File: src/rtl/mem_access_stage_if.sv
// Data-memory bus between the MEM pipeline stage (master) and the data memory (slave).
// The memory signals completion with a one-cycle dmem_resp pulse.
interface mem_access_stage_if;
    logic        dmem_read;
    logic        dmem_write;
    logic [31:0] dmem_address;
    logic [31:0] dmem_wdata;
    logic [3:0]  dmem_byte_enable;
    logic [31:0] dmem_rdata;
    logic        dmem_resp;

    modport master (
        output dmem_read,
        output dmem_write,
        output dmem_address,
        output dmem_wdata,
        output dmem_byte_enable,
        input  dmem_rdata,
        input  dmem_resp
    );

    modport slave (
        input  dmem_read,
        input  dmem_write,
        input  dmem_address,
        input  dmem_wdata,
        input  dmem_byte_enable,
        output dmem_rdata,
        output dmem_resp
    );
endinterface

File: src/rtl/mem_access_stage.sv
// MEM pipeline stage: issues data-memory loads/stores, builds byte lanes, extends load data,
// and stalls the pipeline until the memory responds or the optional timeout aborts the access.
module mem_access_stage #(
    parameter int TIMEOUT_CYCLES = 0
) (
    input  logic                      clk,
    input  logic                      rst_n,
    input  logic                      MEM_valid,
    input  logic                      MEM_mem_read,
    input  logic                      MEM_mem_write,
    input  logic [2:0]                MEM_funct3,
    input  logic [31:0]               MEM_alu_out,
    input  logic [31:0]               MEM_rs2_out,
    mem_access_stage_if.master        dmem,
    output logic [31:0]               MEM_rdata,
    output logic                      MEM_stall,
    output logic                      MEM_misaligned,
    output logic                      MEM_bus_error
);

    typedef enum logic [1:0] {
        IDLE   = 2'd0,
        ACCESS = 2'd1,
        DONE   = 2'd2
    } state_t;

    localparam int CNT_W = (TIMEOUT_CYCLES > 1) ? $clog2(TIMEOUT_CYCLES) : 1;
    localparam logic [CNT_W-1:0] CNT_LAST = CNT_W'((TIMEOUT_CYCLES > 0) ? TIMEOUT_CYCLES - 1 : 0);

    state_t            state_q, state_d;
    logic [31:0]       addr_q, addr_d;
    logic [31:0]       wdata_q, wdata_d;
    logic [3:0]        be_q, be_d;
    logic [2:0]        funct3_q, funct3_d;
    logic [CNT_W-1:0]  cnt_q, cnt_d;
    logic              read_q, read_d;
    logic              write_q, write_d;
    logic              bus_error_q, bus_error_d;
    logic [31:0]       rdata_q, rdata_d;

    logic              req;
    logic              is_write;
    logic              misaligned;
    logic [3:0]        be_new;
    logic [31:0]       wdata_new;
    logic [7:0]        lane_byte;
    logic [15:0]       lane_half;
    logic [31:0]       load_ext;
    logic              in_access;

    // Decode the incoming instruction; a load+store combination is treated as a store.
    always_comb begin
        req       = MEM_valid & (MEM_mem_read | MEM_mem_write);
        is_write  = MEM_mem_write;
        be_new    = 4'hF;
        wdata_new = MEM_rs2_out;
        case (MEM_funct3[1:0])
            2'b00:   misaligned = 1'b0;
            2'b01:   misaligned = MEM_alu_out[0];
            default: misaligned = |MEM_alu_out[1:0];
        endcase
        if (is_write) begin
            case (MEM_funct3[1:0])
                2'b00: begin
                    be_new    = 4'b0001 << MEM_alu_out[1:0];
                    wdata_new = {4{MEM_rs2_out[7:0]}};
                end
                2'b01: begin
                    be_new    = 4'b0011 << MEM_alu_out[1:0];
                    wdata_new = {2{MEM_rs2_out[15:0]}};
                end
                default: begin
                    be_new    = 4'hF;
                    wdata_new = MEM_rs2_out;
                end
            endcase
        end
    end

    // Load alignment uses the latched offset/width, since the EX inputs may move on.
    always_comb begin
        case (addr_q[1:0])
            2'b00:   lane_byte = dmem.dmem_rdata[7:0];
            2'b01:   lane_byte = dmem.dmem_rdata[15:8];
            2'b10:   lane_byte = dmem.dmem_rdata[23:16];
            default: lane_byte = dmem.dmem_rdata[31:24];
        endcase
        lane_half = addr_q[1] ? dmem.dmem_rdata[31:16] : dmem.dmem_rdata[15:0];
        case (funct3_q)
            3'b000:  load_ext = {{24{lane_byte[7]}}, lane_byte};
            3'b001:  load_ext = {{16{lane_half[15]}}, lane_half};
            3'b100:  load_ext = {24'h000000, lane_byte};
            3'b101:  load_ext = {16'h0000, lane_half};
            default: load_ext = dmem.dmem_rdata;
        endcase
    end

    always_comb begin
        state_d     = state_q;
        addr_d      = addr_q;
        wdata_d     = wdata_q;
        be_d        = be_q;
        funct3_d    = funct3_q;
        cnt_d       = cnt_q;
        read_d      = read_q;
        write_d     = write_q;
        bus_error_d = 1'b0;
        rdata_d     = rdata_q;
        case (state_q)
            IDLE: begin
                if (req && !misaligned) begin
                    state_d  = ACCESS;
                    addr_d   = MEM_alu_out;
                    wdata_d  = is_write ? wdata_new : 32'h0;
                    be_d     = be_new;
                    funct3_d = MEM_funct3;
                    cnt_d    = '0;
                    read_d   = ~is_write;
                    write_d  = is_write;
                end
            end
            ACCESS: begin
                if (dmem.dmem_resp) begin
                    state_d = DONE;
                    read_d  = 1'b0;
                    write_d = 1'b0;
                    if (read_q) begin
                        rdata_d = load_ext;
                    end
                end else if ((TIMEOUT_CYCLES != 0) && (cnt_q == CNT_LAST)) begin
                    state_d     = DONE;
                    read_d      = 1'b0;
                    write_d     = 1'b0;
                    bus_error_d = 1'b1;
                end else if (TIMEOUT_CYCLES != 0) begin
                    cnt_d = cnt_q + 1'b1;
                end
            end
            DONE: begin
                state_d = IDLE;
            end
            default: begin
                state_d = IDLE;
                read_d  = 1'b0;
                write_d = 1'b0;
            end
        endcase
    end

    always_ff @(posedge clk or negedge rst_n) begin
        if (!rst_n) begin
            state_q     <= IDLE;
            addr_q      <= 32'h0;
            wdata_q     <= 32'h0;
            be_q        <= 4'h0;
            funct3_q    <= 3'b000;
            cnt_q       <= '0;
            read_q      <= 1'b0;
            write_q     <= 1'b0;
            bus_error_q <= 1'b0;
            rdata_q     <= 32'h0;
        end else begin
            state_q     <= state_d;
            addr_q      <= addr_d;
            wdata_q     <= wdata_d;
            be_q        <= be_d;
            funct3_q    <= funct3_d;
            cnt_q       <= cnt_d;
            read_q      <= read_d;
            write_q     <= write_d;
            bus_error_q <= bus_error_d;
            rdata_q     <= rdata_d;
        end
    end

    // Bus lanes are only presented while a request is outstanding.
    assign in_access             = (state_q == ACCESS);
    assign dmem.dmem_read        = read_q;
    assign dmem.dmem_write       = write_q;
    assign dmem.dmem_address     = in_access ? {addr_q[31:2], 2'b00} : 32'h0;
    assign dmem.dmem_wdata       = in_access ? wdata_q : 32'h0;
    assign dmem.dmem_byte_enable = in_access ? be_q : 4'h0;

    assign MEM_rdata      = rdata_q;
    assign MEM_bus_error  = bus_error_q;
    assign MEM_stall      = rst_n & (((state_q == IDLE) & req & ~misaligned) | in_access);
    assign MEM_misaligned = rst_n & (state_q == IDLE) & req & misaligned;

endmodule
File: src/flat_wrapper.sv
// flat-port wrapper written by rule: the top's interface ports become plain ports
module mem_access_stage_flat 
#(
    parameter int TIMEOUT_CYCLES = 0
)
  (clk, rst_n, MEM_valid, MEM_mem_read, MEM_mem_write, MEM_funct3, MEM_alu_out, MEM_rs2_out, MEM_rdata, MEM_stall, MEM_misaligned, MEM_bus_error, dmem_dmem_read, dmem_dmem_write, dmem_dmem_address, dmem_dmem_wdata, dmem_dmem_byte_enable, dmem_dmem_rdata, dmem_dmem_resp);
  mem_access_stage_if dmem_i ();
  input  logic clk;
  input  logic rst_n;
  input  logic MEM_valid;
  input  logic MEM_mem_read;
  input  logic MEM_mem_write;
  input  logic [2:0] MEM_funct3;
  input  logic [31:0] MEM_alu_out;
  input  logic [31:0] MEM_rs2_out;
  output logic [31:0] MEM_rdata;
  output logic MEM_stall;
  output logic MEM_misaligned;
  output logic MEM_bus_error;
  output wire logic [$bits(dmem_i.dmem_read)-1:0] dmem_dmem_read;
  output wire logic [$bits(dmem_i.dmem_write)-1:0] dmem_dmem_write;
  output wire logic [$bits(dmem_i.dmem_address)-1:0] dmem_dmem_address;
  output wire logic [$bits(dmem_i.dmem_wdata)-1:0] dmem_dmem_wdata;
  output wire logic [$bits(dmem_i.dmem_byte_enable)-1:0] dmem_dmem_byte_enable;
  input wire logic [$bits(dmem_i.dmem_rdata)-1:0] dmem_dmem_rdata;
  input wire logic [$bits(dmem_i.dmem_resp)-1:0] dmem_dmem_resp;
  assign dmem_dmem_read = dmem_i.dmem_read;
  assign dmem_dmem_write = dmem_i.dmem_write;
  assign dmem_dmem_address = dmem_i.dmem_address;
  assign dmem_dmem_wdata = dmem_i.dmem_wdata;
  assign dmem_dmem_byte_enable = dmem_i.dmem_byte_enable;
  assign dmem_i.dmem_rdata = dmem_dmem_rdata;
  assign dmem_i.dmem_resp = dmem_dmem_resp;
  mem_access_stage #(.TIMEOUT_CYCLES(TIMEOUT_CYCLES)) u_core (.clk(clk), .rst_n(rst_n), .MEM_valid(MEM_valid), .MEM_mem_read(MEM_mem_read), .MEM_mem_write(MEM_mem_write), .MEM_funct3(MEM_funct3), .MEM_alu_out(MEM_alu_out), .MEM_rs2_out(MEM_rs2_out), .dmem(dmem_i), .MEM_rdata(MEM_rdata), .MEM_stall(MEM_stall), .MEM_misaligned(MEM_misaligned), .MEM_bus_error(MEM_bus_error));
endmodule
File: config.mk
export PLATFORM = sky130hd
export DESIGN_NAME = mem_access_stage_flat
export DESIGN_NICKNAME = d
export VERILOG_FILES = /design/src/rtl/mem_access_stage_if.sv /design/src/rtl/mem_access_stage.sv /design/src/flat_wrapper.sv
export SDC_FILE = /design/constraint.sdc
export NUM_CORES = 1
export LEC_CHECK = 0
export CAP_MARGIN = 15
export CORE_ASPECT_RATIO = 2
export CORE_MARGIN = 2
export CORE_UTILIZATION = 30
export CTS_CLUSTER_SIZE = 16
export DETAILED_ROUTE_END_ITERATION = 16
export PLACE_DENSITY_LB_ADDON = 0.25
export SYNTH_ARGS = -nofsm -noshare
export SYNTH_HDL_FRONTEND = slang
export SYNTH_SLANG_ARGS = --single-unit
File: constraint.sdc
create_clock -name clk -period 1.75 [get_ports clk]
set_input_delay 0.35 -clock clk [delete_from_list [all_inputs] [get_ports clk]]
set_output_delay 0.35 -clock clk [all_outputs]
set_load 0.03 [all_outputs]
==> results.toml, run 1 <==
[run_status]
status = "finished, violations left"
violations = "setup timing"

[place]
dp_hpwl_um = 15200
globalplace.congestion = 0.957
io_buffers = 206
place_inst = 1009
pre_cts_slack_ps = -657

[worst_setup_path]
r2r_start = "u_core.state_q[0]"
crit_path_max_fanout = 2
startpoint = "u_core.state_q[0]"
endpoint_kind = "primary output"
critPathMostFrequentCell = "buf_6"
reg2reg_slack_ps = -200
path_cells = "buf_6 > nor4b_4 > and2b_4 > o21a_4 > buf_6"
cpMaxStageDelayCell = "dfrtp_1"
start_kind = "flip-flop"
critPathCapture = "MEM_stall"
reg2reg_depth = 7
required_ps = 1400
max_stage_delay_ps = 390
arrival_ps = 1600
r2r_end = "u_core.wdata_q[12]"
path_class = "reg -> out"

[cts]
cts.sinks = 107
clkLatencyLatePin_ps = 350
cts_tree = "built"
clkSlewWorstSetupHoldPaths_ps = 70
cts.path.max_buffers = 2
cts_root_buf = "clkbuf_16"
cts_buffers = 9
h-tree-depth = 3

[synthesis]
synth_top_family_by_area = "multiplexers"
yosys.area_share.simple_pct = 14.2
synth-async-reset-ratio_pct = 100
synth_edf_count = 0
synth-xor-area-share_pct = 0
yosysUniqueCellTypes = 41
muxShareOfSynthArea_pct = 20.6
ys_ff_latch = 107
synth_warnings = 0
yosys_most_used_dff = "dfrtp_1"
syn_avg_cell_area_um2 = 11.0
yosysSeqAreaShare_pct = 45.0
synth_compound_area_share_pct = 13.9
synth_adder_area_share_pct = 0
syn_area_mm2 = 0.00596
synthCells = 542

[floorplanning]
rows = 72
coreArea_mm2 = 0.0194
fp.dieW_um = 104
ios = 210
dieArea_mm2 = 0.0211
die_height_um = 203
initial_utilization_pct = 30.7

[sta]
fin_skew_ps = 5.97
fin_ws_ps = -202
setup_viol = 139
finalSetupTns_ps = -21160
fmax_mhz = 512
final_hold_viol_count = 0
slew_violations = 0
period_share_pct = 112
rsz0062_at_grt = "true"
min_period_ps = 1950

[drt]
avgRoutedWirePerCell_um = 20.2
ant_nets = 0
totalWireLength_um = 21100
initialDrtViolationCount = 156
vias_per_cell = 4.93
vias = 5142
drc_errors = 0
drt-pass1-iter-count = 4

[finish]
final_cells = 1042
area_growth_pct = 60.8
drive_above_1_share_pct = 40.4
antenna_cells = 0
final_util_pct = 49.5
final_nets = 885

[power]
power.total_mw = 11.6
leakagePower_nw = 4.22
ir_drop_mv = 0.538
power_density_mw_per_mm2 = 1210

[global_routing]
met2_usage_pct = 38.7
grt_pass1_vias = 5685
grt_use_met1_pct = 20.7
grt_pass1_wl_um = 32500
overflow = 0
use_met3_pct = 3.13
gr-max-usage-layer = "met2"
grt_max_degree = 86
grt_antenna_before_repair = 0
grtUsageTotal_pct = 20.1

[job]
maxCapViolations = 0

[min_path]
hold_class = "in -> async"
==> synthesized netlist by cell type, types with 2 or more instances <==
cell type,number,area [um2]
buf_4,8,60.1
a21oi_1,42,210
nor3_4,2,32.5
nand2b_1,2,12.5
o221a_2,7,78.8
nor3_1,7,35.0
a211oi_1,8,60.1
o21ai_2,10,87.6
nand2_1,28,105
o211ai_1,16,120
buf_6,3,33.8
clkbuf_1,15,56.3
dfrtp_1,107,2680
o21ai_0,39,195
mux2_4,37,556
and2_1,67,419
mux2_2,33,372
nor2_1,13,48.8
inv_1,12,45.0
and3_1,2,12.5
buf_12,5,100
o21ai_1,5,25.0
a21o_1,2,15.0
mux2i_1,30,300
or3_1,7,43.8
buf_2,13,65.1
and3b_1,7,61.3
clkinv_1,2,7.51
==> critical path: cells and delay by family (launching register included) <==
kind            cells  cell delay, ps
buf+inv             2             250
flops               1             390
simple gates        2             490
compound gates      1             120
==> cell usage in the layout (no fill, tap or decap), types with 5 or more instances in the layout <==
cell               n
or3_1              7
buf_16             7
o221a_2            7
mux2_2            28
nor3_1             7
dlygate4sd2_1     31
buf_6             55
o211ai_1          16
a21oi_1           42
and2_4            64
mux2_4            42
clkdlybuf4s50_1   98
a211oi_1           7
o21ai_0           39
nand2_1           27
buf_4             38
buf_12            27
dlymetal6s2s_1     8
o21ai_2           10
clkbuf_16         10
nor2_1            11
o21ai_1            5
dfrtp_1          105
and3b_1            7
inv_1             12
mux2i_1           30
==> sequential cells by signal, summed over array words and instances (netlist names) <==
name and cells:
u_core.MEM_rdata 32, u_core.addr_q 32, u_core.wdata_q 32, u_core.be_q 4
u_core.funct3_q 3, u_core.state_q 2, u_core.dmem.dmem_read 1, u_core.dmem.dmem_write 1
==> layout make-up <==
class / instances / area (um2)
fill: 1745 / 9790
multi-input combinational: 378 / 3140
timing repair buffer: 269 / 3090
sequential: 107 / 2680
tap: 259 / 324
clock buffer: 12 / 246
inverter: 15 / 56.3
clock inverter: 2 / 37.5
==> worst min path at each step <==
| stage | from | end | slack, ps | depth (start not counted) |
|---|---|---|---|---|
| final | rst_n | u_core.wdata_q[11] | 60 | 2 |
| after global routing | rst_n | u_core.wdata_q[12] | 90 | 2 |
| after CTS | rst_n | u_core.wdata_q[11] | 70 | 2 |
| after detailed placement | rst_n | u_core.wdata_q[11] | 460 | 2 |
| after global placement | rst_n | u_core.wdata_q[14] | 460 | 2 |
| after floorplan | rst_n | u_core.MEM_rdata[0] | 50 | 0 |
==> power breakdown <==
part           switching, mW  internal, mW  total, mW
clock                  0.910          1.14       2.05
sequential             0.622          3.36       3.99
combinational           2.79          2.76       5.55
==> per-layer routing <==
layer,up-vias,part of all wire (%)
li1,2378,-
met1,2525,35
met2,188,57
met3,51,4.0
met4,0,4.6
met5,-,0
==> cells by family after synthesis <==
family,Yosys count
AOI/OAI and AO/OA,133
DFF,107
muxes,100
buffers and inverters,59
other,1
and+or+nand+nor,142
==> stage by stage <==
stage | hold slack, ps | instance area [um2]
4_1_cts | 74.1 | 9480
3_5_place_dp | 463 | 8540
6_report | 63.9 | 9580
5_1_grt | 91.4 | 9580
3_3_place_gp | 458 | 8540
2_1_floorplan | 54.4 | 6000
==> repair_timing <==
item	CTS	global route
buffers inserted	12	0
endpoints found under the setup margin	167	164
hold buffers	0	0
resized for setup	162	28
cloned	6	1
pin swaps	23	10
(Power assumes the default switching activity.)
==> run 2, diff against run 1 <==
--- a/config.mk
+++ b/config.mk
@@ -6,9 +6,12 @@
 export NUM_CORES = 1
 export LEC_CHECK = 0
 export CAP_MARGIN = 15
+export CELL_PAD_IN_SITES_DETAIL_PLACEMENT = 1
+export CELL_PAD_IN_SITES_GLOBAL_PLACEMENT = 2
 export CORE_ASPECT_RATIO = 2
 export CORE_MARGIN = 2
-export CORE_UTILIZATION = 30
+export CORE_UTILIZATION = 26
+export CTS_BUF_LIST = sky130_fd_sc_hd__clkbuf_8
 export CTS_CLUSTER_SIZE = 16
 export DETAILED_ROUTE_END_ITERATION = 16
 export PLACE_DENSITY_LB_ADDON = 0.25
==> run 2 against run 1 <==
- the flow still finishes with violations (setup timing)
- maximum frequency decreased by 5.3%
- critical path type unchanged
- wire length increased by 21%
- via count increased by 4.6%
- worst setup slack got worse by 110 ps
- hold slack improved by 450 ps
- sequential share of layout area decreased by 1.7 points
- combinational power increased by 9.2%
- first-iteration DRC count decreased by 17%
- final area increased by 6.3%
==> results.toml, run 2 (same netlist as run 1, synthesis figures left out) <==
[run_status]
status = "finished, violations left"
violations = "setup timing"

[global_routing]
overflow = 0
grt_pass1_wl_um = 37700
grt_antenna_before_repair = 1
met2_usage_pct = 42.2
grt_use_met1_pct = 20.0
grt_max_degree = 62
gr-max-usage-layer = "met2"
grt_pass1_vias = 6207
use_met3_pct = 2.86
grtUsageTotal_pct = 20.8

[place]
io_buffers = 206
globalplace.congestion = 0.817
placed_cell_area_mm2 = 0.00862
dp_hpwl_um = 17200
pre_cts_slack_ps = -562
place_inst = 1037

[floorplanning]
die_height_um = 218
dieArea_mm2 = 0.0242
initial_utilization_pct = 26.3
rows = 78
coreArea_mm2 = 0.0226
fp.dieW_um = 111
ios = 210

[worst_setup_path]
required_ps = 1400
cp_top_family = "buffers and inverters"
path_cells = "buf_6 > and2b_4 > buf_6 > buf_16 > o21a_4 > buf_6"
path_class = "reg -> out"
crit_path_max_fanout = 6
cpMaxStageDelayCell = "dfrtp_1"
max_stage_delay_ps = 400
critPathMostFrequentCell = "buf_6"
start_kind = "flip-flop"
arrival_ps = 1710
endpoint_kind = "primary output"
crit_buf_inv = 4

[cts]
cts_buffers = 9
cts_root_buf = "clkbuf_8"
h-tree-depth = 3
clkSlewWorstSetupHoldPaths_ps = 110
cts_tree = "built"
clkLatencyLatePin_ps = 390
cts.path.max_buffers = 2
cts.sinks = 107

[finish]
area_growth_pct = 70.9
multi_input_area_mm2 = 0.00326
mostFrequentLayoutCell = "dfrtp_1"
fillCellCount = 2428
drive_above_1_share_pct = 44.5
final_nets = 921
stdcell_area_mm2 = 0.0102
mostFrequentLayoutCells = "106 x dfrtp_1, 102 x clkdlybuf4s50_1, 65 x and2_4"
final_cells = 1101
seq_area_mm2 = 0.00268

[drt]
vias = 5378
avgRoutedWirePerCell_um = 23.2
vias_per_cell = 4.88
ant_nets = 0
initialDrtViolationCount = 130
drt-pass1-iter-count = 4
drc_errors = 0
totalWireLength_um = 25600

[sta]
min_period_ps = 2060
setup_viol = 134
rsz0062_at_grt = "true"
slew_violations = 0
fmax_mhz = 485
final_hold_viol_count = 0
fin_skew_ps = 15.0
fin_ws_ps = -312
period_share_pct = 118

[power]
p_switching_mw = 4.63
seq_power_share_pct = 34.8
power_density_mw_per_mm2 = 1140
p_int_mw = 6.99
power.total_mw = 11.6
power_frac_clock_pct = 13.0
leakagePower_nw = 4.46
switching_share_pct = 39.9
ir_drop_mv = 0.578
comb_power_share_pct = 52.1

[min_path]
hold_class = "in -> reg"

[job]
maxCapViolations = 0
==> run 2: cell types whose count changed in the layout (fill, tap and decap cells not counted), moves of 7 or more <==
cell	delta
buf_4	+9
o21ai_0	-7
buf_12	+8
mux2_4	+20
buf_6	+7
dlymetal6s2s_1	-8
a21oi_2	+8
clkbuf_8	+9
mux2_2	-20
a21oi_1	-8
o21ai_1	+7
==> run 2: routing by layer <==
metal | vias up | wire length (um)
met5 | - | 0
met4 | 0 | 1140
met3 | 39 | 791
met2 | 171 | 15000
met1 | 2723 | 8650
li1 | 2445 | -
==> run 2: power groups by stage <==
stage                     combinational, mW  sequential (mW)  clock, mW
after detailed placement               5.33             4.03          0
final                                  6.06             4.05       1.52
after global placement                 5.20             3.97          0
after floorplan                        2.41             4.58          0
after global routing                   6.40             4.17       1.66
after CTS                              6.03             4.02       1.57
==> run 2: worst paths after layout <==
| check | startpoint | end | slack [ps] | cells past startpoint |
|---|---|---|---|---|
| min in group asynchronous | rst_n | u_core.wdata_q[9] | 560 | 3 |
| setup / recovery | u_core.state_q[0] | MEM_stall | -310 | 6 |
| hold / removal | MEM_alu_out[0] | u_core.addr_q[0] | 510 | 3 |
| setup reg to reg | u_core.state_q[1] | u_core.wdata_q[21] | -190 | 8 |
| hold reg to reg | u_core.wdata_q[18] | u_core.wdata_q[18] | 530 | 1 |
| max in group asynchronous | rst_n | u_core.addr_q[1] | 700 | 3 |
==> run 2: metrics by stage <==
step | setup TNS (ps) | utilization (%) | hold WS, ps
after global placement | -40220 | 38.1 | 397
after detailed placement | -41250 | 38.1 | 404
after global routing | -37670 | 45.0 | 511
after CTS | -32060 | 44.5 | 478
final | -27240 | 45.0 | 514
after floorplan | -4.68 | - | 54.4
==> run 2: layout make-up <==
| cell class | count | area share (%) |
|---|---|---|
| diodes | 1 | 0.0246 |
| clock buffers | 10 | 1.35 |
| clock inverters | 5 | 0.381 |
| inverters | 15 | 0.553 |
| multi-input cells | 378 | 32.0 |
| flip-flops and latches | 107 | 26.3 |
| well taps | 280 | 3.44 |
| repair buffers | 305 | 35.9 |
==> run 2: timing repair <==
item	CTS	global route
pin swaps	42	11
endpoints found under the hold margin	12	0
endpoints found under the setup margin	161	170
cloned	20	5
gates resized for setup	214	51
hold buffers	1	0
buffers inserted	23	9
==> run 2: tightest hold or removal path, delay by kind of cell <==
kind	cells	cell delay (ps)
buffers and inverters	2	390
multiplexers	1	130
